===== config.mk =====
export PLATFORM = sky130hd
export DESIGN_NAME = keypad_debounce
export DESIGN_NICKNAME = d
export VERILOG_FILES = /design/src/rtl/keypad_pkg.sv /design/src/rtl/keypad_decode.sv /design/src/rtl/keypad_debounce.sv
export SDC_FILE = /design/constraint.sdc
export NUM_CORES = 1
export LEC_CHECK = 0
export BUFFER_PORTS_ARGS = -buffer_cell sky130_fd_sc_hd__buf_2
export CAP_MARGIN = 20
export CORE_MARGIN = 2
export CORE_UTILIZATION = 54
export CTS_BUF_LIST = sky130_fd_sc_hd__clkbuf_16
export CTS_CLUSTER_DIAMETER = 60
export CTS_CLUSTER_SIZE = 10
export DETAILED_ROUTE_END_ITERATION = 6
export PLACE_DENSITY = 0.77
export REMOVE_ABC_BUFFERS = 1
export SYNTH_ARGS = -nofsm -noshare
export SYNTH_HDL_FRONTEND = slang
export SYNTH_SLANG_ARGS = --single-unit

===== constraint.sdc =====
create_clock -name clk -period 2.5 [get_ports clk]
set_input_delay 0.25 -clock clk [delete_from_list [all_inputs] [get_ports clk]]
set_output_delay 0.25 -clock clk [all_outputs]
set_load 0.01 [all_outputs]

===== src/rtl/keypad_pkg.sv =====
// keypad_pkg: shared types, decode table and helpers for the keypad debouncer.
//   kp_state_t  - debounce FSM states
//   key_code_t  - 4-bit hex key code
//   KEY_TABLE   - hex code per key, indexed {row_idx, col_idx}
//   is_onehot4  - true when exactly one bit of a nibble is set
//   onehot_idx  - bit index of a one-hot nibble
package keypad_pkg;

  typedef enum logic [1:0] {
    ST_IDLE         = 2'd0,
    ST_PRESS_WAIT   = 2'd1,
    ST_HELD         = 2'd2,
    ST_RELEASE_WAIT = 2'd3
  } kp_state_t;

  typedef logic [3:0] key_code_t;

  // Row-major keypad legend: row 0 is the top row, col 0 the leftmost column.
  localparam key_code_t KEY_TABLE [16] = '{
    4'h1, 4'h2, 4'h3, 4'hA,
    4'h4, 4'h5, 4'h6, 4'hB,
    4'h7, 4'h8, 4'h9, 4'hC,
    4'hE, 4'h0, 4'hF, 4'hD
  };

  function automatic logic is_onehot4(input logic [3:0] v);
    return (v != 4'd0) && ((v & (v - 4'd1)) == 4'd0);
  endfunction

  function automatic logic [1:0] onehot_idx(input logic [3:0] v);
    logic [1:0] idx;
    case (v)
      4'b0001: idx = 2'd0;
      4'b0010: idx = 2'd1;
      4'b0100: idx = 2'd2;
      4'b1000: idx = 2'd3;
      default: idx = 2'd0;
    endcase
    return idx;
  endfunction

endpackage


===== src/rtl/keypad_decode.sv =====
// keypad_decode: combinational classifier/decoder for one scanner sample.
//   sample [7:0] in  - [7:4] one-hot row, [3:0] one-hot column
//   valid        out - both nibbles are one-hot
//   code   [3:0] out - hex code from the keypad table (don't-care when !valid)
module keypad_decode
  import keypad_pkg::*;
(
  input  logic [7:0] sample,
  output logic       valid,
  output key_code_t  code
);

  logic [1:0] row_idx_s;
  logic [1:0] col_idx_s;

  // Classify the sample and look up its legend.
  always_comb begin
    valid     = is_onehot4(sample[7:4]) && is_onehot4(sample[3:0]);
    row_idx_s = onehot_idx(sample[7:4]);
    col_idx_s = onehot_idx(sample[3:0]);
    code      = KEY_TABLE[{row_idx_s, col_idx_s}];
  end

endmodule


===== src/rtl/keypad_debounce.sv =====
// keypad_debounce: frame-based press/release debouncer with key lockout and a
// two-digit display history.
//   clk        in  - system clock
//   reset      in  - synchronous, active-low reset
//   key_val    in  - scanner sample ([7:4] row one-hot, [3:0] col one-hot)
//   key_valid  in  - qualifies key_val
//   key_new    out - one-cycle pulse per accepted key event
//   key_code   out - hex code of the last accepted key
//   digit_new  out - most recent key (right digit)
//   digit_old  out - previous key (left digit)
//   key_held   out - key accepted and not yet released
// Optional build macro: KEYPAD_REPEAT_EN adds auto-repeat every REPEAT_FRAMES
// held frames; without it REPEAT_FRAMES is ignored.
module keypad_debounce
  import keypad_pkg::*;
#(
  parameter int DEBOUNCE_FRAMES = 4096,
  parameter int REPEAT_FRAMES   = 32768
) (
  input  logic       clk,
  input  logic       reset,
  input  logic [7:0] key_val,
  input  logic       key_valid,
  output logic       key_new,
  output key_code_t  key_code,
  output key_code_t  digit_new,
  output key_code_t  digit_old,
  output logic       key_held
);

  localparam int MAX_FRAMES = (DEBOUNCE_FRAMES > REPEAT_FRAMES) ? DEBOUNCE_FRAMES : REPEAT_FRAMES;
  localparam int CW = $clog2(MAX_FRAMES) + 1;
  localparam logic [CW-1:0] ONE_C = {{(CW-1){1'b0}}, 1'b1};
  localparam logic [CW-1:0] DEB_C = CW'(DEBOUNCE_FRAMES);
`ifdef KEYPAD_REPEAT_EN
  localparam logic [CW-1:0] REP_C = CW'(REPEAT_FRAMES);
`endif

  function automatic logic [CW-1:0] sat_inc(input logic [CW-1:0] v);
    return (v == {CW{1'b1}}) ? v : v + ONE_C;
  endfunction

  kp_state_t     state_r;
  logic [CW-1:0] cnt_r;
  key_code_t     cand_r;
  logic [1:0]    phase_r;
  logic          acc_valid_r;
  logic          acc_inv_r;
  key_code_t     acc_code_r;
`ifdef KEYPAD_REPEAT_EN
  logic [CW-1:0] rep_r;
`endif

  logic          samp_valid_s;
  key_code_t     samp_code_s;
  logic          cur_valid_s;
  logic          cur_inv_s;
  logic          frame_end_s;
  logic          frm_valid_s;
  logic          frm_present_s;
  key_code_t     frm_code_s;
  logic [CW-1:0] cnt_inc_s;

  keypad_decode u_decode (
    .sample (key_val),
    .valid  (samp_valid_s),
    .code   (samp_code_s)
  );

  // Merge the current sample into the running frame result; the first valid
  // sample wins, and the frame-end sample takes part in the decision.
  always_comb begin
    cur_valid_s   = key_valid & samp_valid_s;
    cur_inv_s     = key_valid & ~samp_valid_s;
    frame_end_s   = (phase_r == 2'd3);
    frm_valid_s   = acc_valid_r | cur_valid_s;
    frm_present_s = frm_valid_s | acc_inv_r | cur_inv_s;
    frm_code_s    = acc_valid_r ? acc_code_r : samp_code_s;
    cnt_inc_s     = sat_inc(cnt_r);
  end

  // Free-running frame phase and per-frame sample accumulator.
  always_ff @(posedge clk) begin
    if (!reset) begin
      phase_r     <= 2'd0;
      acc_valid_r <= 1'b0;
      acc_inv_r   <= 1'b0;
      acc_code_r  <= 4'd0;
    end else begin
      phase_r <= phase_r + 2'd1;
      if (frame_end_s) begin
        acc_valid_r <= 1'b0;
        acc_inv_r   <= 1'b0;
        acc_code_r  <= 4'd0;
      end else begin
        if (!acc_valid_r && cur_valid_s) begin
          acc_valid_r <= 1'b1;
          acc_code_r  <= samp_code_s;
        end
        acc_inv_r <= acc_inv_r | cur_inv_s;
      end
    end
  end

  // Debounce FSM with registered event/display outputs, stepped once per frame.
  always_ff @(posedge clk) begin
    if (!reset) begin
      state_r   <= ST_IDLE;
      cnt_r     <= '0;
      cand_r    <= 4'd0;
      key_new   <= 1'b0;
      key_code  <= 4'd0;
      digit_new <= 4'd0;
      digit_old <= 4'd0;
      key_held  <= 1'b0;
`ifdef KEYPAD_REPEAT_EN
      rep_r     <= '0;
`endif
    end else begin
      key_new <= 1'b0;
      if (frame_end_s) begin
        case (state_r)
          ST_IDLE: begin
            if (frm_valid_s) begin
              cand_r  <= frm_code_s;
              cnt_r   <= ONE_C;
              state_r <= ST_PRESS_WAIT;
            end
          end
          ST_PRESS_WAIT: begin
            if (frm_valid_s && (frm_code_s == cand_r)) begin
              cnt_r <= cnt_inc_s;
              if (cnt_inc_s >= DEB_C) begin
                key_code  <= cand_r;
                digit_old <= digit_new;
                digit_new <= cand_r;
                key_new   <= 1'b1;
                key_held  <= 1'b1;
                state_r   <= ST_HELD;
`ifdef KEYPAD_REPEAT_EN
                rep_r     <= '0;
`endif
              end
            end else begin
              state_r <= ST_IDLE;
            end
          end
          ST_HELD: begin
            // Any present frame, whatever the key, keeps the lockout.
            if (!frm_present_s) begin
              cnt_r   <= ONE_C;
              state_r <= ST_RELEASE_WAIT;
`ifdef KEYPAD_REPEAT_EN
              rep_r   <= '0;
`endif
            end else begin
`ifdef KEYPAD_REPEAT_EN
              if (sat_inc(rep_r) >= REP_C) begin
                rep_r     <= '0;
                key_code  <= cand_r;
                digit_old <= digit_new;
                digit_new <= cand_r;
                key_new   <= 1'b1;
              end else begin
                rep_r <= sat_inc(rep_r);
              end
`else
              state_r <= ST_HELD;
`endif
            end
          end
          ST_RELEASE_WAIT: begin
            if (!frm_present_s) begin
              cnt_r <= cnt_inc_s;
              if (cnt_inc_s >= DEB_C) begin
                key_held <= 1'b0;
                state_r  <= ST_IDLE;
              end
            end else begin
              state_r <= ST_HELD;
            end
          end
          default: begin
            state_r  <= ST_IDLE;
            key_held <= 1'b0;
          end
        endcase
      end
    end
  end

endmodule


; ---- Word level (Yosys, flattened, before mapping)
; Memories as Yosys holds them, arrays and structs flattened.
; Cells that the tools add are included.
[classes]
muxes = 24
bitwise_logic = 11
magnitude_cmp = 2
add_sub_neg = 4
n_reduce_logical = 19
eq_ne = 20
[ops]
columns = operator, n
row1 = $mux 16, 5
row2 = $pmux 16 s4, 1
row3 = $add 16x1->16 const B, 1
row4 = $eq 16x16->1 const B, 1
row5 = $ge 16x13->1 const B, 1
row6 = $mux 4, 3
row7 = $ne 2x2->1 const B, 6
row8 = $pmux 2 s3, 2
row9 = $reduce_and 4->1, 3
row10 = $mux 2, 5
row11 = $and 4x4->4, 2
row12 = $eq 4x2->1 const B, 2
row13 = $eq 4x3->1 const B, 2
row14 = $eq 4x4->1 const B, 2
row15 = $logic_not 4->1, 2
row16 = $pmux 2 s4, 1
row17 = $reduce_bool 4->1, 2
row18 = $sub 4x1->4 const B, 2
row19 = $eq 2x2->1 const B, 3
row20 = $mux 1, 6
row21 = $ne 3x3->1 const B, 2
row22 = $reduce_and 6->1, 1
row23 = $ge 5x5->1 const B, 1
row24 = $logic_and 1x1->1, 5
row25 = other kinds (14), 19
[totals]
ff_bits = 40
romBits = 64
inputBits = 11
wordCells = 92
memories = 1
output_inout_bits = 14
[memory_table]
columns = memory, words, word_bits, read_ports, rd_ports_with_merged_regs, write_ports, line_no
row1 = (no name shown), 16, 4, 1, 0, 0, keypad_decode.sv:21  ; code = KEY_TABLE[{row_idx_s, col_idx_s}];

; ---- Longest topological paths before layout
; Gate-level depths: netlist of run 1.
[depth]
word_depth = 11
mapped_depth = 14
depth_no_buf = 11

; ---- Cells and area by module
; A second synthesis of run 1 with hierarchy kept.
[hier_totals]
hier_cells = 291
area_unflattened_um2 = 2466.1
[modules_own_cells]
columns = module, seq_area_each_um2, instances, cells_per_inst, area_per_inst_um2
row1 = keypad_debounce, 800.8, 1, 248, 2152.1
row2 = keypad_decode, 0.0, 1, 43, 314.1

; ---- Worst setup path before layout of run 1
; OpenSTA, ideal clock, no wires.
[synth_timing]
path_type = input -> register
startpoint = in key_val[3]
endpoint = reg cnt_r[3]
t_required_ns = 2.428
slack_ns = -0.209
t_arrival_ns = 2.638
setup_time_ns = 0.072
path_buffers = 2
path_stages = 13
path_cell_list = buf_6 > xor2_1 > nand2_1 > ha_1 > xor2_1 > nand2_1 > a21oi_1 > a221oi_2 > o41ai_4 > nand2_1 > buf_2 > or4_1 > a21oi_1
[synth_between]
elab_chain_len = 11
word_cells_on_any_way = 28
cone_classes = add/sub (1) / eq/ne (8) / mux (4) / bitwise (8) / reduce/logical (6) / memory (1)
[synth_lines]
columns = item, line_no
row1 = "start, declared", keypad_debounce.sv:22  ; input logic [7:0] key_val,
row2 = "$eq 4x4->1, or another cell as far along", keypad_pkg.sv:32  ; case (v)
row3 = $pmux 2 s3 or $and 4x4->4 (tied branches), "keypad_pkg.sv:32, keypad_pkg.sv:27"
row4 = $not 4->5 (not written as such) or $logic_not 4->1 (tied branches), "keypad_decode.sv:21, keypad_pkg.sv:27"
row5 = $mem_v2 16x4 or $logic_and 1x1->1 (tied branches), n/a
row6 = $mux 4 (not written as such) or $logic_and 1x1->1 (tied branches), "keypad_decode.sv:21, keypad_decode.sv:18"
row7 = $mux 4 (not written as such) or $and 1x1->1 (tied branches), "keypad_decode.sv:21, keypad_debounce.sv:73"
row8 = $mux 4 or $or 1x1->1 (tied branches), "keypad_debounce.sv:78, keypad_debounce.sv:76"
row9 = $eq 4x4->1 or $or 1x1->1 (tied branches), "keypad_debounce.sv:131, keypad_debounce.sv:77"
row10 = $logic_and 1x1->1 or $or 1x1->1 (tied branches), "keypad_debounce.sv:131, keypad_debounce.sv:77"
row11 = $ne 2x2->1 (no source line), n/a
row12 = $reduce_and 5->1 (no source line) (*), n/a
row13 = "end signal, assigned", keypad_debounce.sv:132  ; cnt_r <= cnt_inc_s;
row14 = "end signal, assigned", keypad_debounce.sv:174  ; cnt_r <= cnt_inc_s;
row15 = "end, declared", keypad_debounce.sv:44  ; logic [CW-1:0] cnt_r;
; Mark *: on every way between the ends. The rest lies on a longest branch, timed or not. The select of a mux whose other input is x is not followed.
; A chain may end at the register's enable or synchronous reset.

; ---- Worst setup path in the final report of run 1
[layout_timing]
startpoint = in key_val[3]
endpoint = reg cnt_r[5]
; The elaborated chain is that of the path after synthesis.

==> run summary, run 1 <==
CTS H-tree lvls - 2
Worst vdd ir - 547 µV
Tot Pwr - 1650 µW
Reg2Reg Launch Point - acc_valid_r
Chip Height - 73.7 µm
Switch share - 0.250
Pin count of the biggest net entering global routing - 19
Sequential Area - 805 µm²
Vias in the first global route - 2,640
Net Sw Power - 412 µW
Crit start category - input port
CP Class - in -> reg
Num CTS Buffers - 5
GRT overflow - 0
Flop pwr share - 0.393
Leakage - 0.00145 µW
Via Count - 2,851
Share of power burned in the clock network - 0.454
Async SR Flop Fraction - 0
Critical Path AT - 2.78 ns
Final Hold Fails - 0
Crit path to - cnt_r[5]
Final GP Congestion - 0.917
Final std cells w/o fill - 445
Syn Inst Count - 326
Crit path buf inv count - 2
Reg2reg end - cnt_r[5]
Internal - 1230 µW
Port bufs - 24
Fin Hold WS - 0.253 ns
Die extent in x - 73.7 µm
Hold Buf Count CTS - 0
Filler instances - 299
Drt drc - 0
Cells on worst reg2reg path - 8
Post-synth EDFFs - 0
Min-delay worst type - in -> reg
# diodes - 0
Mean routed wirelength per cell - 17.6 µm
Yosys reg bits - 40
Relative slew slack - 0.503
Worst-Margin Slew - 0.740 ns
Total Routing Usage GR - 0.279
Distinct cell type count after synthesis - 63
Cell area power density - 464 nW/µm²
1st-iter DRT viols - 332
Fraction of layout cells with a size suffix above 1 - 0.361
Core Box Area - 4690 µm²
Rows - 25
Max Cap Violations - 0
Failing checks - setup timing
TritonCTS clock tree - done
Routed WL - 7.81 mm
Area occupied by multi-input gates - 1870 µm²
Highest cell delay on the worst timing path - 0.56 ns
Starting Density - 0.558
# IOs - 25
Final setup viols - 11
Clk_lat worst skew - 0.29 ns
Fin crit period - 2.61 ns
First-pass GRT wire length - 11.8 mm
Critical Path End Type - flip-flop
Sequential share of the synthesized area - 0.306
FF-to-FF setup slack - -0.06 ns
Post-route ant nets - 0
Die area - 5430 µm²
Comb power frac - 0.153
DRT Pass-1 Iters - 5
Worst setup margin - -0.111 ns
Nets - 405
Commonest register cell after synthesis - dfxtp_1
Syn. warnings - 0
Clk sink count - 40
Status - finished, violations left
Unrepaired setup endpoints after global routing - true
Root Buffer - clkbuf_16
Area growth syn-to-layout - 35.5%
Avg Synthesized Cell Area - 8.04 µm²
Setup Skew - 0.00437 ns
Post-Syn Area - 2620 µm²
CP delay by family, top - simple AND/OR/NAND/NOR gates
Crit share post-route - 1.04
Worst path required time - 2.67 ns
CP cell instances - buf_12 -> or4b_4 -> or3_1 -> nand3_1 -> a221oi_4 -> o41ai_4 -> nand2_2 -> clkbuf_4 -> o41ai_1 -> a21oi_2
Max Slew Vio Count - 0
Clk slew on worst S/H paths - 0.06 ns
Fmax - 0.383 GHz
Crit path max-delay cell type - or4b_4
Levels on crit path - 10
Initial antenna violation count - 0
CP startpoint - key_val[3]
Crit path max fanout - 8
Vias per cell - 6.41
Post-DP HPWL - 5.00 mm
Max Buffers Root-to-Sink - 2
Placed insts - 430
worst min-delay path by stage:
stage / from / to / cells after the start
after global placement: phase_r[0] / phase_r[0] / 1
after CTS: key_valid / acc_inv_r / 3
after floorplan: reset / phase_r[1] / 1
after global routing: key_valid / acc_inv_r / 3
after detailed placement: phase_r[0] / phase_r[0] / 1
final: key_valid / acc_inv_r / 3
registers in the layout (all words and copies together), names as in the netlist:
register     count
cnt_r           16
acc_code_r       4
cand_r           4
digit_new        4
digit_old        4
phase_r          2
state_r          2
acc_inv_r        1
acc_valid_r      1
key_held         1
key_new          1
layer usage:
| layer | track usage | share of wire |
|---|---|---|
| met1 | 0.340 | 0.39 |
| met2 | 0.481 | 0.50 |
| met3 | 0.0521 | 0.066 |
| met4 | 0.109 | 0.035 |
| met5 | 0 | 0 |
timing repair:
item                                    4_1_cts  5_1_grt
setup buffers                                 5        0
gates resized for setup                       7       50
gates cloned                                  0        2
pin swaps                                     7       21
endpoints found under the setup margin        5       28
layout make-up:
class,instances,share of cell area
tap,54,0.0190
inverter,7,0.00740
multi-input combinational,254,0.527
sequential,40,0.227
clock buffer,5,0.0352
timing repair buffer,82,0.171
clock inverter,3,0.0130
kinds of logic after synthesis:
kind of cell    share of synthesized area
xor+xnor                           0.0430
fa+ha+maj                          0.0191
flops                               0.306
simple gates                        0.296
compound gates                      0.211
buf+inv                            0.0587
mux                                0.0669
worst register-to-register path, stage by stage, from the launching register on:
cell and delay [ns]:
dfxtp_4 0.36, a2111oi_1 0.44, o32a_1 0.30, a311oi_2 0.15, a211oi_2 0.33, nand2_2 0.14
clkbuf_4 0.21, o41ai_1 0.42, a21oi_2 0.10
layout by cell type (no fill, tap or decap), types with 5 or more instances in the layout:
master / count
o211ai_1: 5
clkbuf_16: 5
buf_2: 22
buf_4: 52
a21oi_1: 10
o221a_2: 5
o21ai_1: 5
nor2_1: 44
nand2_1: 28
nand3_1: 11
and3_1: 5
dfxtp_1: 39
inv_1: 6
nor3_1: 7
o21ai_0: 8
mux2i_1: 13
power groups by stage:
stage	clock network [µW]	logic, µW	registers (µW)
2_1_floorplan	0	105	663
4_1_cts	752	216	648
6_report	747	252	647
5_1_grt	777	271	647
3_3_place_gp	0	199	661
3_5_place_dp	0	203	662
synth_stat cells (6+ instances only):
cell type,n,area share
a21oi_1,14,0.027
buf_2,6,0.011
clkbuf_1,13,0.019
dfxtp_1,40,0.31
inv_1,6,0.0086
mux2i_1,13,0.050
nand2_1,31,0.044
nand3_1,11,0.021
nor2_1,46,0.066
nor3_1,10,0.019
o21ai_0,11,0.021
or4_1,6,0.017
xor2_1,6,0.020
per-stage QoR:
| stage | setup TNS (ns) | util | setup WS [ns] | area, µm² |
|---|---|---|---|---|
| 4_1_cts | 0 | 0.708 | 0.0143 | 3320 |
| 5_1_grt | -2.23 | 0.757 | -0.195 | 3550 |
| 3_3_place_gp | -3.71 | 0.655 | -0.272 | 3080 |
| 6_report | -0.608 | 0.757 | -0.111 | 3550 |
| 3_5_place_dp | -5.13 | 0.655 | -0.366 | 3080 |
| 2_1_floorplan | -3.96 | - | -0.391 | 2490 |
Note: power is estimated with default switching activity, not from simulation.
==> inputs of run 2 (changes only) <==
--- a/config.mk
+++ b/config.mk
@@ -9,10 +9,10 @@
 export CAP_MARGIN = 20
 export CORE_MARGIN = 2
 export CORE_UTILIZATION = 54
-export CTS_BUF_LIST = sky130_fd_sc_hd__clkbuf_16
 export CTS_CLUSTER_DIAMETER = 60
 export CTS_CLUSTER_SIZE = 10
 export DETAILED_ROUTE_END_ITERATION = 6
+export GPL_TIMING_DRIVEN = 0
 export PLACE_DENSITY = 0.77
 export REMOVE_ABC_BUFFERS = 1
 export SYNTH_ARGS = -nofsm -noshare
==> run 2 against run 1 <==
Against the previous run:
- the run still ends with setup timing left
- clock skew is 0.0014 ns higher
- fmax grew 3.5%
- largest cell class unchanged
- die area is the same
- highest routed layer unchanged
- global-route usage is 3.7 points lower
- cell area is 8.5% lower
- largest power group is now registers
- register-to-register slack better by 0.04 ns
==> run summary, run 2 (same netlist as run 1, synthesis figures left out) <==
Status - finished, violations left
Failing checks - setup timing
Cells on worst reg2reg path - 7
Hold Buf Count CTS - 0
Clk slew on worst S/H paths - 0.08 ns
Share of power burned in the clock network - 0.383
Max Buffers Root-to-Sink - 2
CTS H-tree lvls - 2
Comb power frac - 0.151
DP Area - 2680 µm²
Nets - 367
Crit path max fanout - 15
Relative slew slack - 0.520
Most flop-heavy register - cnt_r
Die extent in x - 73.7 µm
WHS Endpoint - acc_inv_r
DRT Pass-1 Iters - 5
Crit share post-route - 1.01
Routed WL - 7.00 mm
Placed insts - 379
Clk_lat worst skew - 0.30 ns
Chip Height - 73.7 µm
Initial antenna violation count - 0
Critical Path End Type - flip-flop
Vias per cell - 6.42
Core Box Area - 4690 µm²
Mean routed wirelength per cell - 17.2 µm
FF-to-FF setup slack - -0.02 ns
Commonest cells after routing, fill and taps aside - nor2_1, dfxtp_1, nand2_1
Fmax - 0.397 GHz
Fraction of layout cells with a size suffix above 1 - 0.309
Root Buffer - clkbuf_8
Internal - 1020 µW
Worst-Margin Slew - 0.715 ns
Die area - 5430 µm²
Commonest non-fill, non-tap cell in the layout - nor2_1
Post-DP HPWL - 4.10 mm
Vias in the first global route - 2,258
Final core utilization - 0.693
Final Hold Fails - 0
Setup Skew - 0.00575 ns
Starting Density - 0.558
# diodes - 0
Final std cells w/o fill - 407
Clk sink count - 40
Cell area power density - 428 nW/µm²
Via Count - 2,611
Post-route ant nets - 0
Reg2Reg Launch Point - acc_valid_r
Max FFs per register - 16
WHS Path Cells - 3
Crit start category - flip-flop
Final GP Congestion - 0.799
Filler instances - 360
# IOs - 25
CP Class - reg -> reg
Worst setup margin - -0.0220 ns
Max Slew Vio Count - 0
Flop pwr share - 0.465
Net Sw Power - 367 µW
Final setup viols - 4
Num CTS Buffers - 5
Final Cell Area - 3250 µm²
Critical Path AT - 2.74 ns
Worst vdd ir - 392 µV
Leakage - 0.00125 µW
Port bufs - 24
Worst path required time - 2.72 ns
Fin crit period - 2.52 ns
TritonCTS clock tree - done
Reg2reg end - cnt_r[3]
Switch share - 0.264
Area growth syn-to-layout - 24.0%
Drt drc - 0
1st-iter DRT viols - 254
Rows - 25
Unrepaired setup endpoints after global routing - true
Hold_sp - key_valid
Pin count of the biggest net entering global routing - 29
Max Cap Violations - 0
Min-delay worst type - in -> reg
First-pass GRT wire length - 10.3 mm
GRT overflow - 0
Total Routing Usage GR - 0.242
## run 2: cell types whose count changed in the layout (fill, tap and decap cells not counted), sizes merged
| cell | previous run | this run |
|---|---|---|
| clkinv | 1 | 2 |
| buf | 81 | 42 |
| inv | 7 | 6 |
| clkbuf | 6 | 5 |
| nand2 | 31 | 33 |
## run 2: worst max-delay path, cell delays in order, from the launching register on
cell	delay, ns
dfxtp_4	0.42
a2111oi_2	0.42
o32a_1	0.27
a311oi_2	0.15
a211oi_4	0.40
nand2_4	0.13
or4_4	0.50
a21oi_2	0.15
## run 2: worst max path at each step
| stage | depth (start not counted) | end | from |
|---|---|---|---|
| global route | 8 | cnt_r[3] | acc_valid_r |
| floorplan | 11 | cnt_r[3] | key_val[3] |
| CTS | 12 | cnt_r[3] | key_val[2] |
| finish | 7 | cnt_r[3] | acc_valid_r |
| detailed placement | 12 | cnt_r[3] | key_val[3] |
| global placement | 12 | cnt_r[5] | key_val[3] |
## run 2: area by class of cell
cell class                      instances  area [µm²]  area share
Clock inverter                          3        42.5      0.0131
Multi-Input combinational cell        256        1950       0.599
Sequential cell                        40         808       0.249
Timing Repair Buffer                   42         290      0.0893
Tap cell                               54        67.6      0.0208
Clock buffer                            5        68.8      0.0212
Inverter                                7        26.3     0.00809
## run 2: layer usage
layer  global-route usage  wire, µm  vias to the layer above
met2                0.407      3580                       91
met1                0.298      2970                     1251
met5                    0         0                        -
met4                0.101       153                        0
li1                     -         -                     1249
met3               0.0508       301                       20
## run 2: what timing repair did
item | CTS | global route
setup buffers | 8 | 10
pin swaps | 9 | 20
gates resized for setup | 18 | 47
cloned | 2 | 0
endpoints found under the setup margin | 27 | 27
## run 2: stage by stage
step | power (µW) | worst slack [ns] | hold slack [ns] | TNS, ns
3_5_place_dp | 814 | -1.08 | 0.417 | -18.46
4_1_cts | 1350 | -0.0405 | 0.228 | -0.0641
2_1_floorplan | 767 | -0.391 | 0.372 | -3.96
5_1_grt | 1440 | -0.171 | 0.257 | -1.52
3_3_place_gp | 810 | -0.940 | 0.410 | -16.10
6_report | 1390 | -0.0220 | 0.249 | -0.0349
## run 2: power by group through the flow
stage | Clock (µW) | Sequential, µW | Combinational [µW]
6_report | 533 | 648 | 210
5_1_grt | 561 | 648 | 228
4_1_cts | 540 | 648 | 165
3_5_place_dp | 0 | 664 | 150
3_3_place_gp | 0 | 664 | 146
2_1_floorplan | 0 | 663 | 105
==> inputs of run 3 (changes only) <==
--- a/config.mk
+++ b/config.mk
@@ -7,6 +7,7 @@
 export LEC_CHECK = 0
 export BUFFER_PORTS_ARGS = -buffer_cell sky130_fd_sc_hd__buf_2
 export CAP_MARGIN = 20
+export CORE_ASPECT_RATIO = 0.9
 export CORE_MARGIN = 2
 export CORE_UTILIZATION = 54
 export CTS_CLUSTER_DIAMETER = 60
==> run 3 against run 2 <==
Against the previous run:
- the flow now finishes without violations
- fmax increased by 2.5%
- clock skew is 0.0077 ns higher
- die area hardly changed
- flip-flop and latch count stayed put
- critical path depth up 6
- clock power decreased by 22%
- worst hold slack worse by 0.036 ns
- register-to-register slack improved by 0.15 ns
- sequential share of layout area is 1.1 points higher
- setup slack gained 0.061 ns
- sequential power about the same
- count of clock-buffer cells in the layout unchanged
==> run summary, run 3 (same netlist as run 1, synthesis figures left out) <==
Comb power frac - 0.159
Crit path max-delay cell type - or4_4
Fin crit period - 2.46 ns
CTS H-tree lvls - 2
Total Routing Usage GR - 0.235
Core Box Area - 4740 µm²
Min-delay worst type - in -> reg
Worst vdd ir - 402 µV
Critical Path AT - 2.70 ns
CP Class - in -> reg
Clk sink count - 40
Net Sw Power - 355 µW
Root Buffer - clkbuf_8
Most flop-heavy register - cnt_r
Crit path max fanout - 7
First-pass GRT wire length - 10.6 mm
CP delay by family, top - compound AO/OA/AOI/OAI gates
Unrepaired setup endpoints after global routing - true
Routed WL - 6.34 mm
Num CTS Buffers - 5
Chip Height - 70.1 µm
Max Cap Violations - 0
Worst path required time - 2.74 ns
Drt drc - 0
Fmax - 0.406 GHz
Post-DP HPWL - 3.96 mm
1st-iter DRT viols - 233
Max FFs per register - 16
Max Slew Vio Count - 0
# diodes - 0
Cell mode on critical path - a21oi_2
Crit path buf inv count - 2
Max Buffers Root-to-Sink - 2
CP cell instances - buf_8 -> xor2_2 -> nand2_2 -> ha_4 -> xor2_1 -> nand2_1 -> a21oi_2 -> a221oi_4 -> o41ai_4 -> buf_4 -> nand2_4 -> or4_4 -> a21oi_2
Starting Density - 0.552
Status - finished clean
Crit start category - input port
Critical Path End Type - flip-flop
Switch share - 0.279
Final core utilization - 0.655
Worst-Margin Slew - 0.648 ns
Via Count - 2,477
Tot Pwr - 1270 µW
Clk slew on worst S/H paths - 0.09 ns
Area growth syn-to-layout - 18.6%
Vias in the first global route - 2,223
DRT Pass-1 Iters - 4
Hold Buf Count CTS - 0
Final GP Congestion - 0.799
Final Hold Fails - 0
Pin count of the biggest net entering global routing - 29
Commonest non-fill, non-tap cell in the layout - nor2_1
Die area - 5430 µm²
Highest cell delay on the worst timing path - 0.48 ns
Clk_lat worst skew - 0.30 ns
# IOs - 25
Crit share post-route - 0.984
Flop pwr share - 0.512
Setup Skew - 0.0135 ns
Nets - 358
Relative slew slack - 0.565
Rows - 24
Cell area power density - 408 nW/µm²
Internal - 914 µW
Vias per cell - 6.07
Port bufs - 24
Mean routed wirelength per cell - 15.5 µm
Commonest cells after routing, fill and taps aside - nor2_1, dfxtp_1, nand2_1
GRT overflow - 0
Leakage - 0.00118 µW
Share of power burned in the clock network - 0.329
TritonCTS clock tree - done
Die extent in x - 77.4 µm
Final setup viols - 0
Fraction of layout cells with a size suffix above 1 - 0.283
Initial antenna violation count - 0
Post-route ant nets - 0
-- run 3: per-layer routing --
| layer | part of all wire | routed length, µm | GRT usage | up-vias |
|---|---|---|---|---|
| met2 | 0.45 | 2870 | 0.346 | 70 |
| met4 | 0.013 | 85 | 0.0655 | 0 |
| met1 | 0.48 | 3040 | 0.349 | 1168 |
| met5 | 0 | 0 | 0 | - |
| met3 | 0.054 | 344 | 0.0439 | 9 |
| li1 | - | - | - | 1230 |
-- run 3: layout make-up --
| class | count | area (µm²) |
|---|---|---|
| Multi-Input combinational cell | 256 | 1890 |
| Fill cell | 420 | 1640 |
| Sequential cell | 40 | 807 |
| Timing Repair Buffer | 33 | 216 |
| Tap cell | 65 | 81.3 |
| Clock buffer | 5 | 68.8 |
| Inverter | 7 | 26.3 |
| Clock inverter | 2 | 12.5 |
-- run 3: power groups by stage --
stage | clock, µW | combinational (µW) | sequential [µW]
detailed placement | 0 | 150 | 664
global placement | 0 | 147 | 664
floorplan | 0 | 105 | 663
finish | 418 | 202 | 649
global route | 448 | 220 | 650
CTS | 427 | 161 | 648
-- run 3: timing repair --
item	in CTS	in global routing
cloned	2	0
setup buffers	8	1
pin swaps	7	15
endpoints found under the hold margin	0	0
setup endpoints to repair	27	26
gates resized for setup	13	47
-- run 3: through the flow --
stage                     instances  hold WS [ns]  area (µm²)  setup slack [ns]  TNS (ns)
after floorplan                 301         0.372        2490            -0.391     -3.96
after global placement          390         0.409        2690            -0.898    -15.26
after detailed placement        390         0.414        2690            -0.938    -16.12
after CTS                       407         0.210        2890           0.00560         0
after global routing            408         0.234        3110           -0.0574    -0.367
final                           408         0.213        3110            0.0395         0
-- run 3: path summary, 6_finish.rpt --
kind                     end        from  slack [ns]  cells after the start
hold / removal     acc_inv_r   key_valid        0.21                      3
setup reg to reg    cnt_r[3]   cand_r[3]        0.13                      9
hold reg to reg   phase_r[0]  phase_r[0]        0.42                      1
setup / recovery    cnt_r[3]  key_val[3]        0.04                     13
-- run 3: worst register-to-register path: cells and delay by family (launching register included) --
family | cells | cell delay (ns)
and+or+nand+nor | 3 | 0.64
DFF | 1 | 0.49
AOI/OAI and AO/OA | 4 | 0.78
buffers and inverters | 1 | 0.20
xor gates and xnor gates | 1 | 0.20
